===== config.mk =====
export PLATFORM = sky130hd
export DESIGN_NAME = i2c_reg_seq
export DESIGN_NICKNAME = d
export VERILOG_FILES = /design/src/rtl/i2c_reg_seq.sv
export SDC_FILE = /design/constraint.sdc
export NUM_CORES = 1
export LEC_CHECK = 0
export BUFFER_PORTS_ARGS = -buffer_cell sky130_fd_sc_hd__buf_2
export CAP_MARGIN = 20
export CORE_ASPECT_RATIO = 1.5
export CORE_MARGIN = 2
export CORE_UTILIZATION = 48
export DETAILED_ROUTE_END_ITERATION = 10
export PLACE_DENSITY = 0.74
export SYNTH_ARGS = -nofsm -noshare
export SYNTH_HDL_FRONTEND = slang
export SYNTH_SLANG_ARGS = --single-unit
export TNS_END_PERCENT = 100

===== constraint.sdc =====
create_clock -name CLK -period 2 [get_ports CLK]
set_input_delay 0.1 -clock CLK [delete_from_list [all_inputs] [get_ports CLK]]
set_output_delay 0.1 -clock CLK [all_outputs]
set_load 0.01 [all_outputs]

===== src/rtl/i2c_reg_seq.sv =====
// Single-register I2C read/write sequencer driving a byte-level I2C master command port.
// Optional per-step watchdog enabled by defining I2C_REG_SEQ_TIMEOUT_EN.
module i2c_reg_seq #(
  parameter int ADDR_SZ     = 7,
  parameter int DATA_SZ     = 8,
  parameter int TIMEOUT_CYC = 20000
) (
  input  logic               CLK,
  input  logic               RST_n,
  input  logic               I_START,
  input  logic [ADDR_SZ-1:0] I_DEV_ADDR,
  input  logic [DATA_SZ-1:0] I_REG_ADDR,
  input  logic               I_RW,
  input  logic [DATA_SZ-1:0] I_WDATA,
  output logic [DATA_SZ-1:0] O_RDATA,
  output logic               O_DONE,
  output logic               O_ERR,
  output logic               O_BUSY,
  output logic               O_M_EN,
  output logic [ADDR_SZ-1:0] O_M_ADDR,
  output logic               O_M_RW,
  output logic [DATA_SZ-1:0] O_M_DATA_WR,
  input  logic [DATA_SZ-1:0] I_M_DATA_RD,
  input  logic               I_M_ACK_FL,
  input  logic               I_M_BUSY
);

  // state | meaning
  // IDLE  | waiting for I_START
  // REG   | dev+W and register byte presented, waiting for the master to latch them
  // DATA  | write data byte presented
  // RADDR | dev+R presented (repeated START), read byte in flight
  // STOP  | EN low, waiting for the master to finish the last byte
  // DONE  | one-cycle result pulse
  typedef enum logic [2:0] {
    S_IDLE, S_REG, S_DATA, S_RADDR, S_STOP, S_DONE
  } state_t;

  state_t             r_state, w_state_nxt;
  logic               r_busy_d;
  logic               r_m_en, w_m_en_nxt;
  logic [ADDR_SZ-1:0] r_m_addr, w_m_addr_nxt;
  logic               r_m_rw, w_m_rw_nxt;
  logic [DATA_SZ-1:0] r_m_data_wr, w_m_data_wr_nxt;
  logic [DATA_SZ-1:0] r_rdata, w_rdata_nxt;
  logic               r_err, w_err_nxt;
  logic               r_rw, w_rw_nxt;
  logic [DATA_SZ-1:0] r_wdata, w_wdata_nxt;
  logic               w_rise, w_fall, w_active, w_timeout;

  assign w_rise   = I_M_BUSY & ~r_busy_d;
  assign w_fall   = ~I_M_BUSY & r_busy_d;
  assign w_active = (r_state == S_REG) || (r_state == S_DATA) ||
                    (r_state == S_RADDR) || (r_state == S_STOP);

`ifdef I2C_REG_SEQ_TIMEOUT_EN
  localparam int CNT_W = $clog2(TIMEOUT_CYC + 1);
  logic [CNT_W-1:0] r_cnt;

  assign w_timeout = w_active && (r_cnt == CNT_W'(TIMEOUT_CYC));

  always_ff @(posedge CLK) begin
    if (!RST_n) begin
      r_cnt <= '0;
    end else if ((w_state_nxt != r_state) || w_rise || w_fall) begin
      r_cnt <= '0;
    end else if (w_active) begin
      r_cnt <= r_cnt + 1'b1;
    end
  end
`else
  assign w_timeout = 1'b0;
`endif

  always_comb begin
    w_state_nxt     = r_state;
    w_m_en_nxt      = r_m_en;
    w_m_addr_nxt    = r_m_addr;
    w_m_rw_nxt      = r_m_rw;
    w_m_data_wr_nxt = r_m_data_wr;
    w_rdata_nxt     = r_rdata;
    w_err_nxt       = r_err;
    w_rw_nxt        = r_rw;
    w_wdata_nxt     = r_wdata;
    case (r_state)
      S_IDLE: begin
        if (I_START) begin
          w_rw_nxt        = I_RW;
          w_wdata_nxt     = I_WDATA;
          w_err_nxt       = 1'b0;
          w_m_en_nxt      = 1'b1;
          w_m_addr_nxt    = I_DEV_ADDR;
          w_m_rw_nxt      = 1'b0;
          w_m_data_wr_nxt = I_REG_ADDR;
          w_state_nxt     = S_REG;
        end
      end
      S_REG: begin
        if (w_rise) begin
          if (r_rw) begin
            w_m_rw_nxt  = 1'b1;
            w_state_nxt = S_RADDR;
          end else begin
            w_m_data_wr_nxt = r_wdata;
            w_state_nxt     = S_DATA;
          end
        end
      end
      S_DATA, S_RADDR: begin
        if (w_rise) begin
          w_m_en_nxt  = 1'b0;
          w_state_nxt = S_STOP;
        end
      end
      S_STOP: begin
        w_m_en_nxt = 1'b0;
        if (w_fall) begin
          if (r_rw && !r_err) w_rdata_nxt = I_M_DATA_RD;
          w_state_nxt = S_DONE;
        end
      end
      S_DONE:  w_state_nxt = S_IDLE;
      default: w_state_nxt = S_IDLE;
    endcase

    // Abort paths override whatever byte advance was decoded above.
    if (w_active && (w_timeout || I_M_ACK_FL)) begin
      w_m_en_nxt      = 1'b0;
      w_err_nxt       = 1'b1;
      w_m_rw_nxt      = r_m_rw;
      w_m_data_wr_nxt = r_m_data_wr;
      w_rdata_nxt     = r_rdata;
      if (w_timeout || !I_M_BUSY) w_state_nxt = S_DONE;
      else                        w_state_nxt = S_STOP;
    end
  end

  always_ff @(posedge CLK) begin
    if (!RST_n) begin
      r_state     <= S_IDLE;
      r_busy_d    <= 1'b0;
      r_m_en      <= 1'b0;
      r_m_addr    <= '0;
      r_m_rw      <= 1'b0;
      r_m_data_wr <= '0;
      r_rdata     <= '0;
      r_err       <= 1'b0;
      r_rw        <= 1'b0;
      r_wdata     <= '0;
    end else begin
      r_state     <= w_state_nxt;
      r_busy_d    <= I_M_BUSY;
      r_m_en      <= w_m_en_nxt;
      r_m_addr    <= w_m_addr_nxt;
      r_m_rw      <= w_m_rw_nxt;
      r_m_data_wr <= w_m_data_wr_nxt;
      r_rdata     <= w_rdata_nxt;
      r_err       <= w_err_nxt;
      r_rw        <= w_rw_nxt;
      r_wdata     <= w_wdata_nxt;
    end
  end

  assign O_BUSY      = (r_state != S_IDLE);
  assign O_DONE      = (r_state == S_DONE);
  assign O_ERR       = O_DONE & r_err;
  assign O_RDATA     = r_rdata;
  assign O_M_EN      = r_m_en;
  assign O_M_ADDR    = r_m_addr;
  assign O_M_RW      = r_m_rw;
  assign O_M_DATA_WR = r_m_data_wr;

endmodule

**Word-level counts from Yosys, hierarchy flattened**

Index checks and enable logic that the tools add are counted.

- Flip-flop bits (word level): 39
- Output and inout port bits: 28
- Word-level logic and storage cells: 73

- Eq/ne operators: 14
- Muxes and demuxes: 21
- Bitwise logic cells: 7
- Reduce and logical (&&, ||, !) cells: 21

Operator list:

| kind | number |
|---|---|
| $mux W8 | 3 |
| $pmux W8 S2 | 1 |
| $mux W3 | 5 |
| $pmux W3 S4 | 1 |
| $ne A2 B2 Y1 const B | 5 |
| $reduce_and A5 Y1 | 2 |
| $mux W1 | 9 |
| $reduce_and A4 Y1 | 2 |
| $eq A3 B2 Y1 const B | 2 |
| $eq A3 B3 Y1 const B | 2 |
| $ne A3 B2 Y1 const B | 2 |
| $ne A3 B3 Y1 const B | 2 |
| $reduce_bool A2 Y1 | 3 |
| $reduce_bool A3 Y1 | 2 |
| $not A1 Y1 | 4 |
| $reduce_and A2 Y1 | 2 |
| $reduce_or A2 Y1 | 2 |
| $and A1 B1 Y1 | 3 |
| $eq A3 B1 Y1 const B | 1 |
| $logic_not A3 Y1 | 1 |
| $logic_or A1 B1 Y1 | 3 |
| $pmux W1 S3 | 1 |
| $reduce_and A3 Y1 | 1 |
| $logic_and A1 B1 Y1 | 2 |
| 2 further kinds | 2 |

**Longest topological paths before layout**

- Depth in word-level cells: 7
- Depth in mapped cells: 7
- Depth with buffers taken out: 4

**Worst setup path before layout**

Ideal clock, no wire load.

- Path type: register to register
- Start point: register r_state[0]
- End point: register r_rw
- Setup time: 132 ps
- Arrival: 1375 ps
- Data required time: 1868 ps
- Setup slack: 493 ps
- Cell stages (with the launch flop): 8
- Buffers on the path: 3
- Cell sequence: dfxtp_1 > or3_1 > buf_2 > or2_1 > buf_6 > buf_6 > nand2_1 > a21oi_1

- Longest elaborated chain between the ends: 2

Ends and longest elaborated chain:

| what | line | source |
|---|---|---|
| start: declaration | 39 | `state_t r_state, w_state_nxt;` |
| start signal: assignment | 151 | `r_state <= w_state_nxt;` |
| $logic_not A3 Y1 | 85 | `case (r_state)` |
| $reduce_and A2 Y1 (no source line) | -- |  |
| end signal: assignment | 159 | `r_rw <= w_rw_nxt;` |
| end: declaration | 47 | `logic r_rw, w_rw_nxt;` |

Every way passes these cells.
A chain may end at the register's enable or synchronous reset.

**Worst setup path after layout**

- Start point: register r_state[0]
- End point: register r_m_addr[3] (netlist: O_M_ADDR[3])

- Longest elaborated chain between the ends: 2

Ends and longest elaborated chain:

| what | line | source |
|---|---|---|
| $logic_not A3 Y1 | 85 |  |
| $reduce_and A2 Y1 (no source line) | -- |  |
| end signal: assignment | 154 | `r_m_addr <= w_m_addr_nxt;` |
| end: declaration | 42 | `logic [ADDR_SZ-1:0] r_m_addr, w_m_addr_nxt;` |

Every way passes these cells.

==> results.md <==
* Synth Flop Type: dfxtp_1
* Die area at 4075 um2
* Critical path arrival at 1.88 ns
* Largest stage delay, worst path at 0.51 ns
* Ant. Diodes at 0
* Via density at 5.282
* Worst path top cell family by delay: simple AND/OR/NAND/NOR gates
* Syn_nets at 227
* Sequential share of the synthesized area at 45.55%
* Fin Setup TNS at 0 ns
* WL met1 at 1593 um
* Vias in the first global route at 1452
* Final Critical Period at 1.717 ns
* Max-slew headroom at 64.76%
* Root buf cell: clkbuf_8
* Finish-stage setup viols at 0
* CTS Buffer Depth at 2
* Post-placement cell count at 285
* Mux cell area share after synthesis at 10.51%
* Initial DRC count at 35
* Die width at 52.79 um
* Met3 WL post-DR at 247 um
* Routability cong. at 0.7252
* CTS buffer count at 5
* Skew-Pair Late Insertion Delay at 0.29 ns
* Cts repair resizes at 0
* CTS tree: done
* Simple logic cell fraction of the synthesized area at 20.88%
* WL/cell at 12.99 um
* Post-route ant nets at 0
* Initial antenna violation count at 0
* Synth async-reset ratio at 0%
* Hold path start: I_M_DATA_RD[2]
* Outcome: finished clean
* Final Net Count at 287
* CTS Sinks at 39
* Worst Setup Path Type: reg -> reg
* Die Y at 77.19 um
* Share of cells above drive strength 1 at 31.73%
* CP Buf/Inv Count at 0
* Final Hold Viols at 0
* Worst Path Max Fanout at 16
* Compound-Gate Fraction of Synth Area at 17.08%
* Post-Syn Area at 1714 um2
* Startpoint types: flip-flop
* EDFF count, synth at 0
* Routed wire length at 3779 um
* Total GRT Usage at 20.24%
* First-pass GRT wire length at 6189 um
* #FFs+latches synth at 39
* CP Capture Type: flip-flop
* Total grt overflow at 0
* Reg2reg start: r_state[0]
* Routed via count at 1537
* Hold EP: O_RDATA[2]
* Cell count after synthesis at 190
* CP Cell Sequence: or3_1 -> or2_1 -> nand2_1 -> a21oi_1
* First-pass DRT Iterations at 4
* Commonest non-fill, non-tap cells in the layout: 64 x buf_2, 39 x dfxtp_1, 35 x nand2_1
* Worst Hold Depth at 3
* Worst slew pin tran at 0.5286 ns
* Row count at 26
* DP HPWL at 2747 um
* Initial Utilization at 50.18%
* Yosys warning total at 0
* Flop-to-flop setup slack at 0.28 ns
* Top layer used by detailed routing: met4
* Unrepaired setup endpoints after global routing: no
* Routed met2 length at 1859 um
* Number of I/O pins at 65
* Setup bufs post-CTS at 0
* FILL cells at 330
* Final setup skew at 0.004392 ns
* Leakage power at 0.9779 nW
* Port bufs at 64
* Adder-cell area share of the yosys netlist at 0%
* Clock-pin slew on the worst setup and hold paths at 0.07 ns
* Worst reg2reg path endpoint: O_M_ADDR[3]
* Peak supply drop at 0.6060 mV
* Slowest cell on the critical path: or3_1
* Largest family of logic cells by synthesized area: simple AND/OR/NAND/NOR gates
* Max-Cap Viols at 0
* Tcrit/Tclk final at 85.86%
* PnR Total Power at 2.524 mW
* Synth Area in XOR/XNOR at 0%
* Worst hold slack at 0.03579 ns
* Core box area at 3416 um2
* R2R cell count at 4
* Hold-fix buffer count after cts at 0
* Area grow syn2layout at 22.19%
* Peak Freq at 582.3 MHz
* Hold crit path type: in -> reg
* Power per Cell Area at 1205 nW/um2
* Post-synth cell types at 37
* Commonest non-fill, non-tap cell in the layout: buf_2
* Max Slew Vio Count at 0
* Remaining DRCs at 0
* H-Tree Depth at 2
* Data required time of the worst path at 2.16 ns
* Layout Cells excl Fill at 291
* Synthesized area per cell at 9.022 um2
* Pin count of the biggest net entering global routing at 36
## state kept, by name (all words and copies together), names as in the netlist
name         flops
O_M_DATA_WR      8
r_state          3
O_RDATA          8
r_err            1
r_wdata          8
O_M_ADDR         7
r_busy_d         1
O_M_RW           1
O_M_EN           1
r_rw             1
## metal layers
layer / vias up / global-route usage, %
li1: 787 / -
met1: 696 / 22.25
met2: 46 / 34.00
met3: 8 / 6.615
met4: 0 / 9.231
met5: - / 0
## logic make-up after synthesis
group                  Yosys count
muxes                           18
DFF                             39
and+or+nand+nor                 71
AOI/OAI and AO/OA               45
buffers and inverters           17
## cells in the mapped netlist (2+ instances only)
| cell type | n | area share [%] |
|---|---|---|
| a311oi_1 | 7 | 3.6 |
| nand2b_1 | 3 | 1.1 |
| nor3b_1 | 2 | 0.88 |
| buf_4 | 3 | 1.3 |
| mux2i_1 | 18 | 11 |
| nand3b_1 | 3 | 1.3 |
| buf_6 | 3 | 2.0 |
| nand2_1 | 35 | 7.7 |
| dfxtp_1 | 39 | 46 |
| nor2_1 | 10 | 2.2 |
| a211oi_1 | 2 | 0.88 |
| o21ai_0 | 2 | 0.58 |
| clkbuf_1 | 5 | 1.1 |
| buf_2 | 4 | 1.2 |
| a21oi_1 | 27 | 7.9 |
| nor3_1 | 3 | 0.88 |
| nor4_1 | 2 | 0.73 |
| and2_1 | 3 | 1.1 |
## per-stage QoR
step	cell area (um2)	setup slack, ns	util, %
global route	2095	0.1797	61.32
detailed placement	2022	0.2674	59.19
finish	2095	0.2827	61.32
CTS	2095	0.2784	61.32
global placement	2022	0.3252	59.19
floorplan	1714	0.4925	-
## how the worst max path moves through the flow
stage | from | end | slack (ns) | depth (start not counted)
finish | r_state[0] | O_M_ADDR[3] | 0.28 | 4
global route | r_state[0] | O_M_ADDR[6] | 0.18 | 4
CTS | r_state[0] | O_M_ADDR[3] | 0.28 | 4
detailed placement | r_state[0] | r_wdata[6] | 0.27 | 4
global placement | r_state[0] | r_wdata[3] | 0.33 | 4
floorplan | r_state[0] | r_rw | 0.49 | 7
## worst min-delay path, stage by stage
cell	delay, ns
buf_2	0.07
mux2i_1	0.05
nor2_1	0.07
## power breakdown
part	total, mW	switching (mW)	internal [mW]
combinational	0.968	0.545	0.423
sequential	1.07	0.134	0.941
clock	0.481	0.249	0.232
total	2.52	0.928	1.60
## layout make-up
class	instances	area (um2)	share of cell area, %
multi-input cells	134	830.8	39.67
well taps	42	52.55	2.509
inverters	2	7.507	0.3584
repair buffers	68	350.3	16.73
clock buffers	6	72.57	3.465
flip-flops and latches	39	780.7	37.28
Note: power is estimated with default switching activity, not from simulation.
